**config.mk**
```make
export PLATFORM = sky130hd
export DESIGN_NAME = ble_adv_scheduler
export DESIGN_NICKNAME = d
export VERILOG_FILES = /design/src/rtl/ble_adv_scheduler_pkg.sv /design/src/rtl/ble_adv_scheduler_wait_timer.sv /design/src/rtl/ble_adv_scheduler.sv
export SDC_FILE = /design/constraint.sdc
export NUM_CORES = 1
export LEC_CHECK = 0
export BUFFER_PORTS_ARGS = -buffer_cell sky130_fd_sc_hd__buf_2
export CORE_ASPECT_RATIO = 1.4
export CORE_MARGIN = 2
export CORE_UTILIZATION = 55
export DETAILED_ROUTE_END_ITERATION = 10
export GPL_ROUTABILITY_DRIVEN = 0
export MAX_ROUTING_LAYER = met4
export PLACE_DENSITY = 0.74
export SLEW_MARGIN = 10
export SYNTH_ARGS = -nofsm -noshare
export SYNTH_HDL_FRONTEND = slang
export SYNTH_HIERARCHICAL = 1
export SYNTH_SLANG_ARGS = --single-unit
```
**constraint.sdc**
```tcl
create_clock -name clk -period 4.21 [get_ports clk]
set_input_delay 0 -clock clk [delete_from_list [all_inputs] [get_ports clk]]
set_output_delay 0 -clock clk [all_outputs]
set_load 0.02 [all_outputs]
```
**src/rtl/ble_adv_scheduler_pkg.sv**
```systemverilog
// Shared types, constants and channel helpers for the BLE advertising scheduler.
package ble_adv_scheduler_pkg;

  localparam int WAIT_SIZE_DEF = 24;

  localparam logic [5:0] CH37 = 6'd37;
  localparam logic [5:0] CH38 = 6'd38;
  localparam logic [5:0] CH39 = 6'd39;

  typedef enum logic [2:0] {
    ST_IDLE    = 3'd0,
    ST_SETTLE  = 3'd1,
    ST_TX_REQ  = 3'd2,
    ST_TX_WAIT = 3'd3,
    ST_GAP     = 3'd4,
    ST_WAIT_IV = 3'd5
  } adv_state_e;

  // Lowest enabled channel of a map; caller guarantees map != 0.
  function automatic logic [5:0] first_chan(input logic [2:0] map);
    if (map[0])      return CH37;
    else if (map[1]) return CH38;
    else             return CH39;
  endfunction

  // Next enabled channel above cur: {valid, channel}.
  function automatic logic [6:0] next_chan(input logic [2:0] map, input logic [5:0] cur);
    logic [6:0] r;
    r = '0;
    if (cur == CH37) begin
      if (map[1])      r = {1'b1, CH38};
      else if (map[2]) r = {1'b1, CH39};
    end else if (cur == CH38) begin
      if (map[2])      r = {1'b1, CH39};
    end
    return r;
  endfunction

endpackage

```
**src/rtl/ble_adv_scheduler_wait_timer.sv**
```systemverilog
// Clearable up-counter with a terminal compare (count >= term); optional saturation.
module ble_adv_scheduler_wait_timer
  import ble_adv_scheduler_pkg::*;
#(
  parameter int WIDTH = WAIT_SIZE_DEF
) (
  input  logic             clk,
  input  logic             resetn,
  input  logic             i_clear,
  input  logic             i_sat,
  input  logic [WIDTH-1:0] i_term,
  output logic             o_hit
);

  logic [WIDTH-1:0] r_count;

  // Count every cycle; clear wins, saturate at all-ones when requested.
  always_ff @(posedge clk or negedge resetn) begin
    if (!resetn)                        r_count <= '0;
    else if (i_clear)                   r_count <= '0;
    else if (!(i_sat && (&r_count)))    r_count <= r_count + 1'b1;
  end

  assign o_hit = (r_count >= i_term);

endmodule

```
**src/rtl/ble_adv_scheduler.sv**
```systemverilog
// BLE advertising event sequencer: settle, txStart, wait txDone, gap, per channel 37/38/39,
// repeating every ADV_INTERVAL cycles while enabled and the PLL stays locked.
// Handshake: txStart is a one-cycle request; txDone is a one-cycle completion pulse that is
// only honoured in TX_WAIT; any other arrival is dropped.
module ble_adv_scheduler
  import ble_adv_scheduler_pkg::*;
#(
  parameter int WAIT_SIZE     = WAIT_SIZE_DEF,
  parameter int SETTLE_CYCLES = 51,
  parameter int GAP_CYCLES    = 1500,
  parameter int ADV_INTERVAL  = 100000,
  parameter int TX_TIMEOUT    = 20000
) (
  input  logic        clk,
  input  logic        resetn,
  input  logic        clkLock,
  input  logic        enable,
  input  logic [2:0]  chanMap,
  input  logic        txDone,
  output logic        txStart,
  output logic [5:0]  chanIdx,
  output logic        busy,
  output logic        txErr,
  output logic [15:0] eventCount,
  output adv_state_e  o_dbg_state
);

  localparam logic [WAIT_SIZE-1:0] W_SETTLE_T = WAIT_SIZE'(SETTLE_CYCLES - 1);
  localparam logic [WAIT_SIZE-1:0] W_GAP_T    = WAIT_SIZE'(GAP_CYCLES - 1);
  localparam logic [WAIT_SIZE-1:0] W_TO_T     = WAIT_SIZE'(TX_TIMEOUT - 1);
  localparam logic [WAIT_SIZE-1:0] W_IV_T     = WAIT_SIZE'(ADV_INTERVAL - 1);

  adv_state_e     r_state, w_next;
  logic [2:0]     r_map, w_map_next;
  logic [5:0]     r_chan, w_chan_next;
  logic           r_tx_start, r_tx_err, r_busy;
  logic [15:0]    r_evt;
  logic           w_err, w_evt_inc, w_start;
  logic [6:0]     w_adv;
  logic [WAIT_SIZE-1:0] w_cnt_term;
  logic           w_cnt_hit, w_iv_hit, w_cnt_clr, w_iv_clr;

  // Per-state terminal value for the shared packet counter.
  always_comb begin
    w_cnt_term = '0;
    case (r_state)
      ST_SETTLE:  w_cnt_term = W_SETTLE_T;
      ST_TX_WAIT: w_cnt_term = W_TO_T;
      ST_GAP:     w_cnt_term = W_GAP_T;
      default:    w_cnt_term = '0;
    endcase
  end

  // Next-state, channel/map latching and pulse requests.
  always_comb begin
    w_next      = r_state;
    w_map_next  = r_map;
    w_chan_next = r_chan;
    w_err       = 1'b0;
    w_evt_inc   = 1'b0;
    w_start     = 1'b0;
    w_adv       = next_chan(r_map, r_chan);
    if (!clkLock) begin
      w_next = ST_IDLE;
    end else begin
      case (r_state)
        ST_IDLE:    if (enable && (chanMap != 3'b000)) w_start = 1'b1;
        ST_SETTLE:  if (w_cnt_hit) w_next = ST_TX_REQ;
        ST_TX_REQ:  w_next = ST_TX_WAIT;
        ST_TX_WAIT: begin
          if (txDone) begin
            w_next = ST_GAP;
          end else if (w_cnt_hit) begin
            w_err  = 1'b1;
            w_next = ST_GAP;
          end
        end
        ST_GAP: begin
          if (w_cnt_hit) begin
            if (w_adv[6]) begin
              w_chan_next = w_adv[5:0];
              w_next      = ST_SETTLE;
            end else begin
              // Event complete; with enable gone there is nothing left to wait for.
              w_evt_inc = 1'b1;
              w_next    = enable ? ST_WAIT_IV : ST_IDLE;
            end
          end
        end
        ST_WAIT_IV: begin
          if (w_iv_hit) begin
            if (enable && (chanMap != 3'b000)) w_start = 1'b1;
            else                               w_next  = ST_IDLE;
          end
        end
        default: w_next = ST_IDLE;
      endcase
      if (w_start) begin
        w_map_next  = chanMap;
        w_chan_next = first_chan(chanMap);
        w_next      = ST_SETTLE;
      end
    end
  end

  // Packet counter restarts on entry to SETTLE/TX_REQ/GAP; it keeps running from
  // TX_REQ into TX_WAIT so the timeout is measured from the txStart cycle.
  assign w_cnt_clr = ((w_next != r_state) && (w_next != ST_TX_WAIT)) || (w_next == ST_IDLE);
  // Interval counter restarts at each event start and is held at zero while idle.
  assign w_iv_clr  = w_start || (w_next == ST_IDLE);

  ble_adv_scheduler_wait_timer #(.WIDTH(WAIT_SIZE)) u_cnt (
    .clk     (clk),
    .resetn  (resetn),
    .i_clear (w_cnt_clr),
    .i_sat   (1'b0),
    .i_term  (w_cnt_term),
    .o_hit   (w_cnt_hit)
  );

  ble_adv_scheduler_wait_timer #(.WIDTH(WAIT_SIZE)) u_iv (
    .clk     (clk),
    .resetn  (resetn),
    .i_clear (w_iv_clr),
    .i_sat   (1'b1),
    .i_term  (W_IV_T),
    .o_hit   (w_iv_hit)
  );

  // State and registered outputs; txStart/busy are derived from the next state so they
  // line up with TX_REQ / non-IDLE cycles.
  always_ff @(posedge clk or negedge resetn) begin
    if (!resetn) begin
      r_state    <= ST_IDLE;
      r_map      <= 3'b000;
      r_chan     <= CH37;
      r_tx_start <= 1'b0;
      r_tx_err   <= 1'b0;
      r_busy     <= 1'b0;
      r_evt      <= 16'd0;
    end else begin
      r_state    <= w_next;
      r_map      <= w_map_next;
      r_chan     <= w_chan_next;
      r_tx_start <= (w_next == ST_TX_REQ);
      r_tx_err   <= w_err;
      r_busy     <= (w_next != ST_IDLE);
      if (w_evt_inc) r_evt <= r_evt + 16'd1;
    end
  end

  assign txStart     = r_tx_start;
  assign chanIdx     = r_chan;
  assign busy        = r_busy;
  assign txErr       = r_tx_err;
  assign eventCount  = r_evt;
  assign o_dbg_state = r_state;

endmodule

```
Yosys cells after proc, flatten, opt, wreduce, memory -nomap -nowiden
Index checks and enable logic that the tools add are counted.
W data, S select, Z words.
{"block": "classes", "addsub": 3, "order_cmp": 2, "n_eq_ne": 11, "n_mux": 38, "reduce_logical": 14}
{"operator": "$mux W24", "count": 3}
{"operator": "$add A24 B1 Y24 const B", "count": 2}
{"operator": "$pmux W15 S3", "count": 1}
{"operator": "$mux W3", "count": 10}
{"operator": "$mux W7", "count": 4}
{"operator": "$ge A24 B15 Y1", "count": 1}
{"operator": "$ge A24 B17 Y1 const B", "count": 1}
{"operator": "$mux W6", "count": 4}
{"operator": "$reduce_and A24 Y1", "count": 1}
{"operator": "$pmux W3 S6", "count": 1}
{"operator": "$add A16 B1 Y16 const B", "count": 1}
{"operator": "$mux W1", "count": 13}
{"operator": "$eq A6 B6 Y1 const B", "count": 2}
{"operator": "$eq A3 B2 Y1 const B", "count": 3}
{"operator": "$eq A3 B3 Y1 const B", "count": 2}
{"operator": "$logic_not A3 Y1", "count": 2}
{"operator": "$reduce_bool A2 Y1", "count": 3}
{"operator": "$reduce_bool A3 Y1", "count": 2}
{"operator": "$reduce_and A4 Y1", "count": 1}
{"operator": "$eq A3 B1 Y1 const B", "count": 1}
{"operator": "$ne A3 B2 Y1 const B", "count": 1}
{"operator": "$ne A3 B3 Y1", "count": 1}
{"operator": "$logic_and A1 B1 Y1", "count": 2}
{"operator": "$logic_or A1 B1 Y1", "count": 2}
{"operator": "other kinds (4)", "count": 4}
{"block": "word_totals", "regBits": 79, "inputBits": 8, "out_inout_bits": 28, "elab_cells": 77}

Longest topological paths before layout
{"block": "logic_depth", "ltp_word": 12, "depth_mapped": 20, "depth_no_buf": 19}

By module
The synthesis kept the hierarchy.
{"mod": "ble_adv_scheduler_wait_timer", "instances": 2, "cells_per_inst": 206, "area_each_um2": 1856.8, "seq_area_each_um2": 600.6}
{"mod": "ble_adv_scheduler", "instances": 1, "cells_per_inst": 152, "area_each_um2": 1549.0, "seq_area_each_um2": 678.2}

Least setup slack after synthesis
No wires, ideal clock.
{"block": "synth_timing", "kind": "reg2reg", "from": "register r_state[1] (netlist: o_dbg_state[1])", "to": "register u_iv.r_count[11]", "setup_ps": 83, "arrival_ps": 3949, "required_ps": 4127, "path_slack_ps": 178, "path_stages_with_launch": 19, "n_path_buf": 2, "period_less_slack_ps": 4032, "cell_sequence": "dfrtp_1 clkbuf_1 nand2_1 nand2_1 ha_1 nand2b_1 a2111oi_0 nor4b_1 o31ai_1 o211ai_1 or3b_2 or2b_1 o21a_1 o21ai_2 a31o_2 nor2_1 nand4_2 clkbuf_2 o21ai_0"}
{"block": "synth_via", "elab_chain_len": 11, "word_cells_on_any_way": 24, "cone_classes": "order compare (1); eq/ne (6); mux (14); reduce/logical (3)"}
{"element": "start: declaration", "line_no": "ble_adv_scheduler.sv:33", "source": "adv_state_e r_state, w_next;"}
{"element": "start signal: assignment", "line_no": "ble_adv_scheduler.sv:142", "source": "r_state <= w_next;"}
{"element": "$eq A3 B3 Y1 (tied with other cells)", "line_no": "ble_adv_scheduler.sv:46", "source": "case (r_state)"}
{"element": "$pmux W15 S3 *", "line_no": "ble_adv_scheduler.sv:46"}
{"element": "net w_cnt_term[0]", "line_no": "ble_adv_scheduler.sv:40", "source": "logic [WAIT_SIZE-1:0] w_cnt_term;"}
{"element": "$ge A24 B15 Y1 *", "line_no": "ble_adv_scheduler_wait_timer.sv:24", "source": "assign o_hit = (r_count >= i_term);"}
{"element": "net w_cnt_hit", "line_no": "ble_adv_scheduler.sv:41", "source": "logic w_cnt_hit, w_iv_hit, w_cnt_clr, w_iv_clr;"}
{"element": "$mux W3", "line_no": "ble_adv_scheduler.sv:73", "source": "end else if (w_cnt_hit) begin"}
{"element": "$mux W3", "line_no": "ble_adv_scheduler.sv:71", "source": "if (txDone) begin"}
{"element": "$pmux W3 S6 *", "line_no": "ble_adv_scheduler.sv:66", "source": "case (r_state)"}
{"element": "$mux W3 *", "line_no": "ble_adv_scheduler.sv:98", "source": "if (w_start) begin"}
{"element": "$mux W3 *", "line_no": "ble_adv_scheduler.sv:63", "source": "if (!clkLock) begin"}
{"element": "$logic_not A3 Y1 *", "line_no": "ble_adv_scheduler.sv:110", "source": "assign w_iv_clr = w_start || (w_next == ST_IDLE);"}
{"element": "$logic_or A1 B1 Y1 *", "line_no": "ble_adv_scheduler.sv:110"}
{"element": "net w_iv_clr", "line_no": "ble_adv_scheduler.sv:41"}
{"element": "$ne A2 B1 Y1 (no line) / $mux W24 (equally long branches)"}
{"element": "end signal: assignment", "line_no": "ble_adv_scheduler_wait_timer.sv:21", "source": "else if (!(i_sat && (&r_count))) r_count <= r_count + 1'b1;"}
{"element": "end: declaration", "line_no": "ble_adv_scheduler_wait_timer.sv:15", "source": "logic [WIDTH-1:0] r_count;"}
The timed path passes the listed nets; every way through them passes the cells marked *. The select of a mux whose other input is x is not followed.
A chain may end at the register's enable or synchronous reset.

Worst setup path in the final report
{"block": "layout_timing", "from": "register r_state[1] (netlist: o_dbg_state[1])", "to": "register u_cnt.r_count[1]"}
{"block": "layout_via", "elab_chain_len": 12, "word_cells_on_any_way": 25, "cone_classes": "order compare (1); eq/ne (7); mux (13); reduce/logical (4)"}
{"element": "$eq A3 B3 Y1 (tied with other cells)", "line_no": "ble_adv_scheduler.sv:46"}
{"element": "$pmux W15 S3 *", "line_no": "ble_adv_scheduler.sv:46"}
{"element": "net w_cnt_term[0]", "line_no": "ble_adv_scheduler.sv:40"}
{"element": "$ge A24 B15 Y1 *", "line_no": "ble_adv_scheduler_wait_timer.sv:24"}
{"element": "net w_cnt_hit", "line_no": "ble_adv_scheduler.sv:41"}
{"element": "$mux W3", "line_no": "ble_adv_scheduler.sv:73"}
{"element": "$mux W3", "line_no": "ble_adv_scheduler.sv:71"}
{"element": "$pmux W3 S6 *", "line_no": "ble_adv_scheduler.sv:66"}
{"element": "$mux W3 *", "line_no": "ble_adv_scheduler.sv:98"}
{"element": "$mux W3 *", "line_no": "ble_adv_scheduler.sv:63"}
{"element": "$ne A3 B3 Y1 / $ne A3 B2 Y1 (equally long branches)", "line_no": "ble_adv_scheduler.sv:108", "source": "assign w_cnt_clr = ((w_next != r_state) && (w_next != ST_TX_WAIT)) || (w_next == ST_IDLE);"}
{"element": "$logic_and A1 B1 Y1", "line_no": "ble_adv_scheduler.sv:108"}
{"element": "$logic_or A1 B1 Y1 *", "line_no": "ble_adv_scheduler.sv:108"}
{"element": "net w_cnt_clr", "line_no": "ble_adv_scheduler.sv:41"}
{"element": "$mux W24 *", "line_no": "ble_adv_scheduler_wait_timer.sv:20", "source": "else if (i_clear) r_count <= '0;"}
{"element": "end signal: assignment", "line_no": "ble_adv_scheduler_wait_timer.sv:21"}
{"element": "end: declaration", "line_no": "ble_adv_scheduler_wait_timer.sv:15"}
Marked as above.

==> impl_metrics.csv <==
group,metric,value,unit
clocking,cts.sinks,75,
outcome,status,"completed",
timing,worst_slew_pin_slew,0.937,ns
grt,grt_pass1_vias,4307,
clocking,insertion_delay,0.34,ns
routing,num_vias,4329,
routing,drt_first_pass_iters,4,
timing,drv_slew,0,
place,dp_hpwl,8.17,mm
logic_synthesis,synthXorXnorAreaFrac,9.80,%
cells_and_area,seqCellArea,1880,um2
grt,overflow,0,
timing,relSlewSlack,37.5,%
logic_synthesis,seq_area_frac_synth,35.7,%
routing,drt-wirelength-per-cell,15.0,um
timing,finalWorstSetupSlack,0.117,ns
clocking,ctsHtreeMaxLevel,3,
die,rows,42,
worst_hold_path,hold_class,"input port to flop",
logic_synthesis,muxShareOfSynthArea,0.713,%
routing,drc,0,
setup_path,startpoint_type,"flop",
place,port_buffers,33,
logic_synthesis,ys_ff_latch,75,
setup_path,cpMostUsedCell,"buf_4",
logic_synthesis,yosys_warnings,6,
timing,fin_skew,0.00579,ns
setup_path,end_kind,"flop",
setup_path,slowest_delay,0.41,ns
clocking,cts_root_buf,"clkbuf_16",
logic_synthesis,synthFlopType,"dfrtp_1",
power,peakVddDrop,0.208,mV
setup_path,critPathKind,"flop to flop",
setup_path,required,4.47,ns
logic_synthesis,synth_edf_count,0,
logic_synthesis,syn_area_per_cell,9.33,um2
logic_synthesis,synth_top_area_share,34.7,%
setup_path,crit_slowest_cell,"dfrtp_1",
cells_and_area,drive_gt1_share,17.3,%
grt,grt_antenna_before_repair,0,
place,dp_cells,738,
logic_synthesis,synth_compound_area_share,15.5,%
clocking,cts_tree,"yes",
routing,drt-initial-drc-count,287,
logic_synthesis,netlist_instances,564,
job,maxCapViolCount,0,
timing,final-setup-viol-count,0,
routing,ant_nets,0,
logic_synthesis,synth_top_area_cell,"dfrtp_1",
cells_and_area,layout_common_cells,"dfrtp_1 (73), inv_1 (64), ha_1 (51)",
clocking,clkTransAtPathRegs,0.06,ns
cells_and_area,syn2layout_area_growth,18.1,%
logic_synthesis,synthSimpleGateAreaFrac,19.6,%
die,start_util,55.9,%
logic_synthesis,netlist_top_cells_area,"dfrtp_1 (35%), ha_1 (12%), xor2_1 (5.8%)",
timing,setup_tns,0,ns
cells_and_area,multi_input_area,3260,um2
timing,post-route-period-util,97.2,%
die,die_x,86.7,um
logic_synthesis,async_flop_share,100,%
die,die_area,10400,um2
die,fp.dieH,120,um
logic_synthesis,synthAdderAreaFrac,12.1,%
cells_and_area,layout.nets,714,
power,powerDensity,277,nW/um2
cells_and_area,final_common_cell,"dfrtp_1",
cells_and_area,antenna_cells,0,
setup_path,crit_chain,"buf_4, nand2_1, nand2_1, ha_1, nand2b_1, a2111oi_4, nor4b_4, o31ai_1, o211ai_1, or3b_4, a21oi_1, o21a_1, a2bb2oi_1, o211ai_1, buf_4, clkbuf_16, buf_4, nand3b_1, o21ai_0",
setup_path,worst-path-max-fanout,10,
routing,viasPerCell,5.62,
die,core_area,9410,um2
cells_and_area,fill_cells,744,
cells_and_area,fin_cells,770,
setup_path,cp.arrival,4.35,ns
logic_synthesis,syn_area,5260,um2
logic_synthesis,synth_top_family_by_area,"simple AND/OR/NAND/NOR gates",
routing,wl,11.5,mm
power,leakagePower,0.00318,uW
clocking,cts_buffer_depth,2,
timing,max_freq,244,MHz
timing,final-hold-violation-count,0,
grt,grt_max_degree,76,
grt,grt_pass1_wl,19.2,mm
logic_synthesis,synth.distinct_cells,62,
die,io_pins,36,
place,place_ws,0.0293,ns
clocking,numCtsBuffers,9,
grt,grt_use_total,23.6,%
timing,finalCriticalPeriod,4.09,ns
-- repair_timing --
action                                 4_1_cts  5_1_grt
gates resized for setup                      0       23
hold buffers                                 6        0
setup buffers                                0        9
setup endpoints to repair                    0       48
endpoints found under the hold margin       79        0
-- per-stage QoR --
stage	hold WS (ns)	power [uW]	area [um2]	utilization, %
after CTS	0.284	1710	6040	64.2
after global placement	0.195	970	5700	60.6
after floorplan	-0.296	913	5400	-
after global routing	0.338	1800	6210	66.1
final	0.303	1720	6210	66.1
after detailed placement	0.204	977	5700	60.6
-- cell usage after synthesis, types with 7 or more instances --
| cell type | number |
|---|---|
| nand3_1 | 24 |
| ha_1 | 51 |
| nand4_1 | 25 |
| inv_1 | 64 |
| xor2_1 | 35 |
| dfrtp_1 | 73 |
| a21oi_1 | 21 |
| o21ai_2 | 7 |
| o21ai_1 | 12 |
| nor3_1 | 8 |
| a21o_1 | 13 |
| nand2_1 | 46 |
| o21ai_0 | 35 |
| nor2_1 | 26 |
| xnor2_1 | 22 |
-- logic make-up after synthesis --
family,count (synthesis)
AND/OR/NAND/NOR,174
multiplexers,3
XOR/XNOR,58
buffers and inverters,80
adder cells (fa/ha/maj),51
flip-flops,75
other,2
AO/OA/AOI/OAI,121
-- layer usage --
layer  routed length, um  track usage [%]  vias up
li1                    -                -     2114
met1                4690             26.6     2091
met2                6090             40.5       90
met3                 386             3.92       34
met4                 365             10.7        0
met5                   0                -        -
-- critical path, delay by kind of cell, from the launching register on --
kind / cells / cell delay (ns)
compound gates: 8 / 1.56
fa+ha+maj: 1 / 0.33
buf+inv: 4 / 0.66
flops: 1 / 0.41
simple gates: 6 / 1.07
-- sequential cells by signal, summed over array words and instances (netlist names) --
register,count
r_map,2
o_dbg_state,3
chanIdx,3
eventCount,16
txStart,1
txErr,1
busy,1
u_cnt/r_count,24
u_iv/r_count,24
-- final timing paths --
path	startpoint	endpoint	slack [ns]	depth (start not counted)
worst max-delay path	o_dbg_state[1]	u_cnt/r_count[1]	0.12	19
worst min register to register	eventCount[15]	eventCount[15]	0.47	1
max in group asynchronous	resetn	u_cnt/r_count[12]	3.26	2
worst min-delay path	enable	o_dbg_state[2]	0.30	5
worst max register to register	o_dbg_state[1]	u_cnt/r_count[1]	0.12	19
min in group asynchronous	resetn	eventCount[6]	0.35	2
-- where the power goes --
part	total, uW	switching [uW]	internal, uW	leakage [uW]
clock network	722	294	429	0.000135
registers	760	20.2	740	0.00103
logic	239	137	101	0.00202
-- cell type report --
cell class / instances / share of cell area, %
inverter: 65 / 4.01
sequential: 75 / 30.2
multi-input combinational: 446 / 52.5
tap: 110 / 2.22
clock inverter: 4 / 0.403
timing repair buffer: 58 / 6.54
clock buffer: 12 / 4.13
Note: power is estimated with default switching activity, not from simulation.
